[src/rtl/rx_pkg.sv]
// rx_pkg: shared widths, FIFO entry layout and head-FSM states for the frame store
package rx_pkg;
    localparam int ID_W = 2;
    localparam int PAYLOAD_W = 128;
    localparam logic [ID_W-1:0] BCAST_ID = 2'b11;

    typedef struct packed {
        logic [ID_W-1:0]      src_id;
        logic [PAYLOAD_W-1:0] payload;
    } rx_entry_t;

    typedef enum logic {ST_EMPTY, ST_SHOW} head_state_t;
endpackage

[src/rtl/rx_frame_fifo.sv]
// rx_frame_fifo: frame storage with pointers, occupancy and same-cycle push/pop arbitration
module rx_frame_fifo
    import rx_pkg::*;
#(
    parameter int DEPTH = 4
) (
    input  logic                   clk,
    input  logic                   rst,
    input  logic                   push,
    input  logic                   pop,
    input  rx_entry_t              din,
    output logic                   push_ok,
    output logic                   pop_ok,
    output rx_entry_t              next_head,
    output logic [$clog2(DEPTH):0] count,
    output logic                   full,
    output logic                   empty
);
    localparam int AW = $clog2(DEPTH);
    localparam int CW = AW + 1;

    rx_entry_t mem [DEPTH];
    logic [AW-1:0] rd_ptr, wr_ptr;
    logic [CW-1:0] count_nx;

    // A pop frees the slot the push lands in, so a full FIFO still accepts
    assign pop_ok    = pop && !empty;
    assign push_ok   = push && (!full || pop_ok);
    assign count_nx  = count + CW'(push_ok) - CW'(pop_ok);
    assign next_head = mem[rd_ptr + 1'b1];

    always_ff @(posedge clk) begin
        if (push_ok)
            mem[wr_ptr] <= din;
    end

    always_ff @(posedge clk) begin
        if (rst) begin
            rd_ptr <= '0;
            wr_ptr <= '0;
            count  <= '0;
            full   <= 1'b0;
            empty  <= 1'b1;
        end else begin
            rd_ptr <= rd_ptr + AW'(pop_ok);
            wr_ptr <= wr_ptr + AW'(push_ok);
            count  <= count_nx;
            full   <= count_nx == CW'(DEPTH);
            empty  <= count_nx == '0;
        end
    end
endmodule

[src/rtl/rx_frame_store.sv]
// rx_frame_store: classifies received frames, queues accepted ones and keeps saturating stats
// Define RX_STORE_BROADCAST_EN to accept dest_id==BCAST_ID on every node.
module rx_frame_store
    import rx_pkg::*;
#(
    parameter int DEPTH = 4,
    parameter int CNT_W = 8
) (
    input  logic                   clk,
    input  logic                   rst,
    input  logic [ID_W-1:0]        my_id,
    input  logic                   frame_valid,
    input  logic                   crc_error,
    input  logic [ID_W-1:0]        dest_id,
    input  logic [ID_W-1:0]        src_id,
    input  logic [PAYLOAD_W-1:0]   payload,
    input  logic                   pop,
    output logic                   out_valid,
    output logic [ID_W-1:0]        out_src_id,
    output logic [PAYLOAD_W-1:0]   out_payload,
    output logic [$clog2(DEPTH):0] count,
    output logic                   full,
    output logic                   empty,
    output logic [CNT_W-1:0]       crc_err_cnt,
    output logic [CNT_W-1:0]       mismatch_cnt,
    output logic [CNT_W-1:0]       drop_cnt
);
    logic hit, crc_hit, miss_hit, accept, push_ok, pop_ok;
    rx_entry_t din, next_head, head;
    head_state_t state;

`ifdef RX_STORE_BROADCAST_EN
    assign hit = dest_id == my_id || dest_id == BCAST_ID;
`else
    assign hit = dest_id == my_id;
`endif

    assign crc_hit  = frame_valid && crc_error;
    assign miss_hit = frame_valid && !crc_error && !hit;
    assign accept   = frame_valid && !crc_error && hit;
    assign din      = '{src_id: src_id, payload: payload};

    rx_frame_fifo #(.DEPTH(DEPTH)) u_fifo (
        .clk       (clk),
        .rst       (rst),
        .push      (accept),
        .pop       (pop),
        .din       (din),
        .push_ok   (push_ok),
        .pop_ok    (pop_ok),
        .next_head (next_head),
        .count     (count),
        .full      (full),
        .empty     (empty)
    );

    always_ff @(posedge clk) begin
        if (rst) begin
            crc_err_cnt  <= '0;
            mismatch_cnt <= '0;
            drop_cnt     <= '0;
        end else begin
            if (crc_hit && crc_err_cnt != '1)
                crc_err_cnt <= crc_err_cnt + 1'b1;
            if (miss_hit && mismatch_cnt != '1)
                mismatch_cnt <= mismatch_cnt + 1'b1;
            if (accept && !push_ok && drop_cnt != '1)
                drop_cnt <= drop_cnt + 1'b1;
        end
    end

    // With a single entry left the next head is the word being pushed, not yet in storage
    always_ff @(posedge clk) begin
        if (rst) begin
            state     <= ST_EMPTY;
            out_valid <= 1'b0;
            head      <= '0;
        end else if (state == ST_EMPTY) begin
            if (push_ok) begin
                state     <= ST_SHOW;
                out_valid <= 1'b1;
                head      <= din;
            end
        end else if (pop_ok) begin
            if (count == 1 && !push_ok) begin
                state     <= ST_EMPTY;
                out_valid <= 1'b0;
            end else begin
                head <= count > 1 ? next_head : din;
            end
        end
    end

    assign out_src_id  = head.src_id;
    assign out_payload = head.payload;
endmodule

[config.mk]
export PLATFORM = sky130hd
export DESIGN_NAME = rx_frame_store
export DESIGN_NICKNAME = d
export VERILOG_FILES = /design/src/rtl/rx_pkg.sv /design/src/rtl/rx_frame_fifo.sv /design/src/rtl/rx_frame_store.sv
export SDC_FILE = /design/constraint.sdc
export NUM_CORES = 1
export LEC_CHECK = 0
export ABC_AREA = 1
export BUFFER_PORTS_ARGS = -buffer_cell sky130_fd_sc_hd__buf_2
export CAP_MARGIN = 10
export CORE_MARGIN = 1
export CORE_UTILIZATION = 50
export DETAILED_ROUTE_END_ITERATION = 10
export PLACE_DENSITY = 0.78
export SLEW_MARGIN = 15
export SYNTH_ARGS = -nofsm -noshare
export SYNTH_HDL_FRONTEND = slang
export SYNTH_HIERARCHICAL = 1
export SYNTH_SLANG_ARGS = --single-unit
[constraint.sdc]
create_clock -name clk -period 11.97 [get_ports clk]
set_clock_uncertainty 0.15 [all_clocks]
set_input_delay 1.197 -clock clk [delete_from_list [all_inputs] [get_ports clk]]
set_output_delay 1.197 -clock clk [all_outputs]
set_load 0.005 [all_outputs]
==> results.py, run 1 <==
metrics = {
    "outcome": {
        "status": "finished, final reports clean",
    },
    "floorplanning": {
        "core-area_um2": 55500,
        "start_util_pct": 51.0,
        "fp.dieH_um": 240,
        "die_w_um": 240,
        "rows": 86,
        "ios": 299,
        "dieArea_um2": 57600,
    },
    "yosys": {
        "synth_flop_cell": "edfxtp_1",
        "syn-cell-area_um2": 28300,
        "synthArstFlopShare_pct": 0,
        "synthCells": 2794,
        "ys_seq_area_share_pct": 66.8,
        "avgSynthCellArea_um2": 10.1,
        "yosysTopAreaCellShare_pct": 55.1,
        "ys_ff_latch": 685,
        "synth.distinct_cells": 30,
        "yosysWarnings": 6,
        "syn_nets": 2941,
        "yosysTopAreaCell": "edfxtp_1",
        "synth_edf_count": 520,
        "synthTopCellsByArea": "edfxtp_1 55%, nand2_1 12%, dfxtp_1 12%, nand3_1 8.5%, a21oi_1 2.6%",
    },
    "drt": {
        "ant_nets": 0,
        "wirelength_um": 69200,
        "drc_errors": 0,
        "wl_per_cell_um": 18.2,
        "viasPerCell": 5.45,
        "dr.pass1.iters": 5,
        "drt-initial-drc-count": 1768,
        "vias": 20800,
    },
    "cells_and_area": {
        "design_area_um2": 32400,
        "layout-drive-gt1-share_pct": 14.8,
        "nFillCells": 4586,
        "final_core_util_pct": 58.4,
        "syn_to_final_growth_pct": 14.6,
        "final_nets": 3149,
    },
    "min_path": {
        "holdCritStartpoint": "out_payload[123]$_SDFFE_PP0P_",
        "worst_hold_path_type": "reg2reg",
    },
    "cts": {
        "cts_root_buf": "clkbuf_16",
        "cts.path.max_buffers": 3,
        "insertion_delay_ns": 0.61,
        "clk_pin_slew_ns": 0.06,
        "cts_setup_buffers": 0,
        "clock-sinks": 685,
        "postCtsResizedCells": 0,
        "cts_buffers": 72,
        "h-tree-depth": 3,
        "hold_buffers": 0,
        "cts_tree": "yes",
    },
    "global_routing": {
        "antenna_found_initial": 10,
        "grt-ovfl-total": 0,
        "grtUsageMet3_pct": 5.38,
        "grt_max_degree": 245,
        "grt.met2_usage_pct": 38.3,
        "grt_pass1_vias": 19400,
        "use_met1_pct": 33.0,
        "busiest_layer": "met2",
        "grt_pass1_wl_um": 106000,
        "track_usage_pct": 23.9,
    },
    "critical_path": {
        "critPathLaunchType": "register",
        "arrival_ns": 4.87,
        "cp-startpoint": "u_fifo/rd_ptr[1]$_SDFF_PP0_",
        "worstPathMaxFanout": 75,
        "critPathRequiredTime_ns": 12.29,
        "crit_path_end_kind": "register",
        "path_class": "reg2reg",
        "r2r_start": "u_fifo/rd_ptr[1]$_SDFF_PP0_",
    },
    "sta": {
        "hold_viol_final": 0,
        "tightest_slew_ns": 1.27,
        "rsz0062_at_grt": "no",
        "max_clock_freq_mhz": 220,
        "fin_setup_tns_ns": 0,
        "holdWs_ns": 0.311,
        "setup_violations": 0,
        "relSlewSlack_pct": 15.1,
        "period_needed_ns": 4.55,
        "slew_violations": 0,
        "fin_crit_sh_pct": 38.0,
    },
    "power": {
        "vdd.ir_drop.worst_v": 0.000134,
        "p_per_area_nw_per_um2": 178,
        "p_leak_nw": 12.9,
    },
    "place": {
        "routabilityCongestion": 0.761,
        "port_buffers": 298,
        "place_area_um2": 30000,
        "dpl.hpwl_um": 36500,
    },
    "flow_run": {
        "cap_violations": 0,
    },
}
critical path: stages, from the launching register on:
cell and delay (ns):
dfxtp_4 0.78, buf_4 0.64, buf_4 0.66, nand2_4 0.63, buf_4 0.65, o21ai_0 0.34, nand2_1 0.08, nand3_1 0.10
nand2_1 0.07, nand2_1 0.07, a21oi_1 0.07
stage by stage:
stage	power (mW)	instances	setup WS, ns
after floorplan	3.32	2794	0.581
after global placement	3.57	3676	7.00
after global routing	6.03	3810	7.11
final	5.79	3812	7.42
after detailed placement	3.59	3676	6.83
after CTS	5.82	3810	7.43
cell families (layout without fill, tap and decap cells):
kind of cell	after synthesis	after routing	synth area share (%)
compound gates	309	309	5.48
other cells	0	2	0
xor+xnor	10	10	0.309
buf+inv	338	606	5.52
flops	685	685	66.8
simple gates	1444	1444	21.5
fa+ha+maj	8	8	0.380
worst paths after layout:
kind	endpoint	slack, ns	depth (start not counted)
max reg2reg	out_payload[40]$_SDFFE_PP0P_	7.42	10
min	out_payload[123]$_SDFFE_PP0P_	0.31	2
min reg2reg	out_payload[123]$_SDFFE_PP0P_	0.31	2
max	out_payload[40]$_SDFFE_PP0P_	7.42	10
cells in the mapped netlist, types with 15 or more instances:
| master | instances |
|---|---|
| nand2_1 | 898 |
| buf_6 | 15 |
| nor2_1 | 44 |
| o21ai_0 | 129 |
| dfxtp_1 | 165 |
| o21ai_1 | 29 |
| clkbuf_1 | 56 |
| buf_2 | 85 |
| buf_4 | 20 |
| a21oi_1 | 149 |
| nand3_1 | 480 |
| edfxtp_1 | 520 |
| inv_1 | 149 |
state kept, by name, summed over array words and instances, names as in the netlist, 3 cells and up:
| signal | cells |
|---|---|
| u_fifo/count | 3 |
| mismatch_cnt | 8 |
| crc_err_cnt | 8 |
| out_payload | 128 |
| drop_cnt | 8 |
| u_fifo/mem | 520 |
power by group:
part | internal [mW] | switching [mW] | leakage, nW
Clock | 1.33 | 0.911 | 1.20
Sequential | 2.62 | 0.0685 | 6.02
Combinational | 0.233 | 0.629 | 5.65
Total | 4.18 | 1.61 | 12.9
layer usage:
metal | part of all wire, % | routed length (um)
met5 | 0.18 | 125
met4 | 1.4 | 943
met3 | 9.4 | 6470
met2 | 47 | 32200
met1 | 43 | 29400
final cells by class:
type / instances / area (um2) / share of cell area [%]
multi-input cells: 1771 / 7880 / 24.3
well taps: 748 / 936 / 2.88
repair buffers: 317 / 1690 / 5.20
inverters: 155 / 589 / 1.82
clock inverters: 34 / 342 / 1.05
flip-flops and latches: 685 / 18900 / 58.3
diodes: 2 / 5.00 / 0.0154
clock buffers: 100 / 2080 / 6.41
cells in the final DEF, fill, tap and decap left out, drive strengths merged, types with 6 or more instances in the layout:
cell type	netlist	routed
edfxtp	520	520
inv	154	157
o21ai	158	158
nand2	900	900
ha	7	7
xor2	7	7
nand3	482	482
buf	127	317
nor3	6	6
clkbuf	56	100
a21oi	149	149
clkinv	1	27
dfxtp	165	165
nor2	47	47
(Power assumes the default switching activity.)
==> inputs of run 2 (changes only) <==
==> constraint.sdc (replaced) <==
create_clock -name clk -period 4.1 [get_ports clk]
set_clock_uncertainty 0.15 [all_clocks]
set_input_delay 0.41 -clock clk [delete_from_list [all_inputs] [get_ports clk]]
set_output_delay 0.41 -clock clk [all_outputs]
set_load 0.005 [all_outputs]
==> run 2 against run 1 <==
  * Sequential share of layout area is 2.6 points lower
  * Largest power group unchanged
  * Clock-buffer cell count is 6 higher
  * Highest routed layer unchanged
  * First-iteration DRC count is 9.7% higher
  * Utilization is 2.7 points higher
  * Final area is 4.6% higher
  * Worst hold slack worse by 0.22 ns
  * Register-to-register slack worse by 6.0 ns
  * Critical path type unchanged
==> results.py, run 2 (synthesis gave the netlist of run 1 again) <==
metrics = {
    "cts": {
        "cts_buffers": 70,
        "postCtsResizedCells": 0,
        "clk_pin_slew_ns": 0.06,
        "h-tree-depth": 3,
        "hold_buffers": 130,
        "clock-sinks": 685,
        "cts_tree": "yes",
        "cts_setup_buffers": 0,
        "cts_root_buf": "clkbuf_16",
        "cts.path.max_buffers": 3,
        "insertion_delay_ns": 0.61,
    },
    "flow_run": {
        "cap_violations": 0,
    },
    "place": {
        "port_buffers": 298,
        "place_area_um2": 30400,
        "routabilityCongestion": 0.767,
        "dpl.hpwl_um": 37500,
        "placedCellCount": 3691,
    },
    "power": {
        "vdd.ir_drop.worst_v": 0.000457,
        "sw_frac_of_total_pct": 28.3,
        "power_frac_comb_pct": 16.3,
        "power_frac_seq_pct": 46.5,
        "p_per_area_nw_per_um2": 494,
        "p_leak_nw": 13.5,
        "p_clk_share_pct": 37.2,
        "power.internal_mw": 12.0,
        "power_switching_mw": 4.74,
    },
    "cells_and_area": {
        "largest_register_ffs": 520,
        "layout_common_cells": "896 x nand2_1, 520 x edfxtp_1, 479 x nand3_1",
        "layout-drive-gt1-share_pct": 14.5,
        "layout_commonest_cell": "nand2_1",
        "design_area_um2": 33900,
        "seq_area_um2": 18900,
        "layout.cells.non_filler": 3957,
        "nFillCells": 4370,
        "largest_register": "u_fifo/mem",
        "final_nets": 3292,
        "syn_to_final_growth_pct": 19.8,
        "multi_input_area_um2": 7930,
    },
    "drt": {
        "drt-initial-drc-count": 1939,
        "dr.pass1.iters": 5,
        "wirelength_um": 72000,
        "wl_per_cell_um": 18.2,
        "vias": 21600,
        "viasPerCell": 5.46,
        "ant_nets": 0,
        "drc_errors": 0,
    },
    "floorplanning": {
        "ios": 299,
        "start_util_pct": 51.0,
        "fp.dieH_um": 240,
        "dieArea_um2": 57600,
        "die_w_um": 240,
        "core-area_um2": 55500,
        "rows": 86,
    },
    "critical_path": {
        "crit_path_end_kind": "register",
        "path_class": "reg2reg",
        "critPathRequiredTime_ns": 4.48,
        "arrival_ns": 3.08,
        "worstPathMaxFanout": 187,
        "critPathLaunchType": "register",
    },
    "global_routing": {
        "grt_max_degree": 188,
        "grt_pass1_wl_um": 112000,
        "track_usage_pct": 24.8,
        "antenna_found_initial": 7,
        "grt_pass1_vias": 20800,
        "grt-ovfl-total": 0,
    },
    "sta": {
        "rsz0062_at_grt": "no",
        "relSlewSlack_pct": 25.8,
        "hold_viol_final": 0,
        "setup_violations": 0,
        "tightest_slew_ns": 1.11,
        "period_needed_ns": 2.70,
        "slew_violations": 0,
        "fin_setup_tns_ns": 0,
        "max_clock_freq_mhz": 370,
        "fin_crit_sh_pct": 65.9,
    },
    "min_path": {
        "worst_hold_path_type": "in2reg",
    },
    "outcome": {
        "status": "finished, final reports clean",
    },
}
run 2: cell count changes in the layout (fill, tap and decap cells not counted), sizes merged:
| cell | change |
|---|---|
| buf | +15 |
| bufinv | -3 |
| clkbuf | +6 |
| clkinv | -11 |
| clkinvlp | +1 |
| diode | +4 |
| dlygate4sd3 | +130 |
| inv | +3 |
run 2: area by class of cell:
| class | count | share of cell area [%] |
|---|---|---|
| inverters | 155 | 1.76 |
| clock buffers | 106 | 5.98 |
| diodes | 6 | 0.0442 |
| flip-flops and latches | 685 | 55.8 |
| well taps | 748 | 2.76 |
| multi-input cells | 1771 | 23.4 |
| clock inverters | 24 | 0.690 |
| repair buffers | 462 | 9.62 |
run 2: worst paths after layout:
check,startpoint,end,slack (ns),cells after the start
setup / recovery,u_fifo/rd_ptr[0]$_SDFF_PP0_,out_payload[60]$_SDFFE_PP0P_,1.40,9
hold / removal,crc_error,drop_cnt[6]$_SDFFE_PP0P_,0.1,5
setup reg to reg,u_fifo/rd_ptr[0]$_SDFF_PP0_,out_payload[60]$_SDFFE_PP0P_,1.40,9
hold reg to reg,out_payload[121]$_SDFFE_PP0P_,out_payload[121]$_SDFFE_PP0P_,0.31,2
run 2: power groups by stage:
stage               sequential (mW)  clock [mW]  combinational (mW)
CTS                            7.78        6.31                2.71
finish                         7.78        6.23                2.74
global route                   7.80        6.59                3.01
global placement               7.92           0                2.54
floorplan                      7.88           0                1.81
detailed placement             7.93           0                2.60
run 2: stage by stage:
stage          power [mW]  worst slack (ns)  hold WS (ns)  utilization (%)
4_1_cts              16.8              1.42        0.0582             61.1
5_1_grt              17.4              1.24        0.0979             61.1
3_5_place_dp         10.5              1.18         0.302             54.7
3_3_place_gp         10.5              1.25         0.300             54.7
2_1_floorplan        9.69            -0.430         0.311                -
6_report             16.8              1.40        0.0955             61.1
run 2: routing by layer:
metal / part of all wire (%) / up-vias / GRT usage, %
met3: 8.2 / 129 / 4.99
met5: 0.018 / - / 0
met2: 49 / 964 / 42.9
li1: - / 10200 / -
met1: 40 / 10300 / 31.1
met4: 2.2 / 2 / 7.86
run 2: worst max-delay path: stages (launching register included):
cell	delay, ns
dfxtp_4	0.71
buf_12	0.49
o21ai_0	0.23
nand2_1	0.13
o21ai_1	0.07
nand2_1	0.07
nand3_1	0.10
nand2_1	0.12
nand2_1	0.09
a21oi_1	0.18
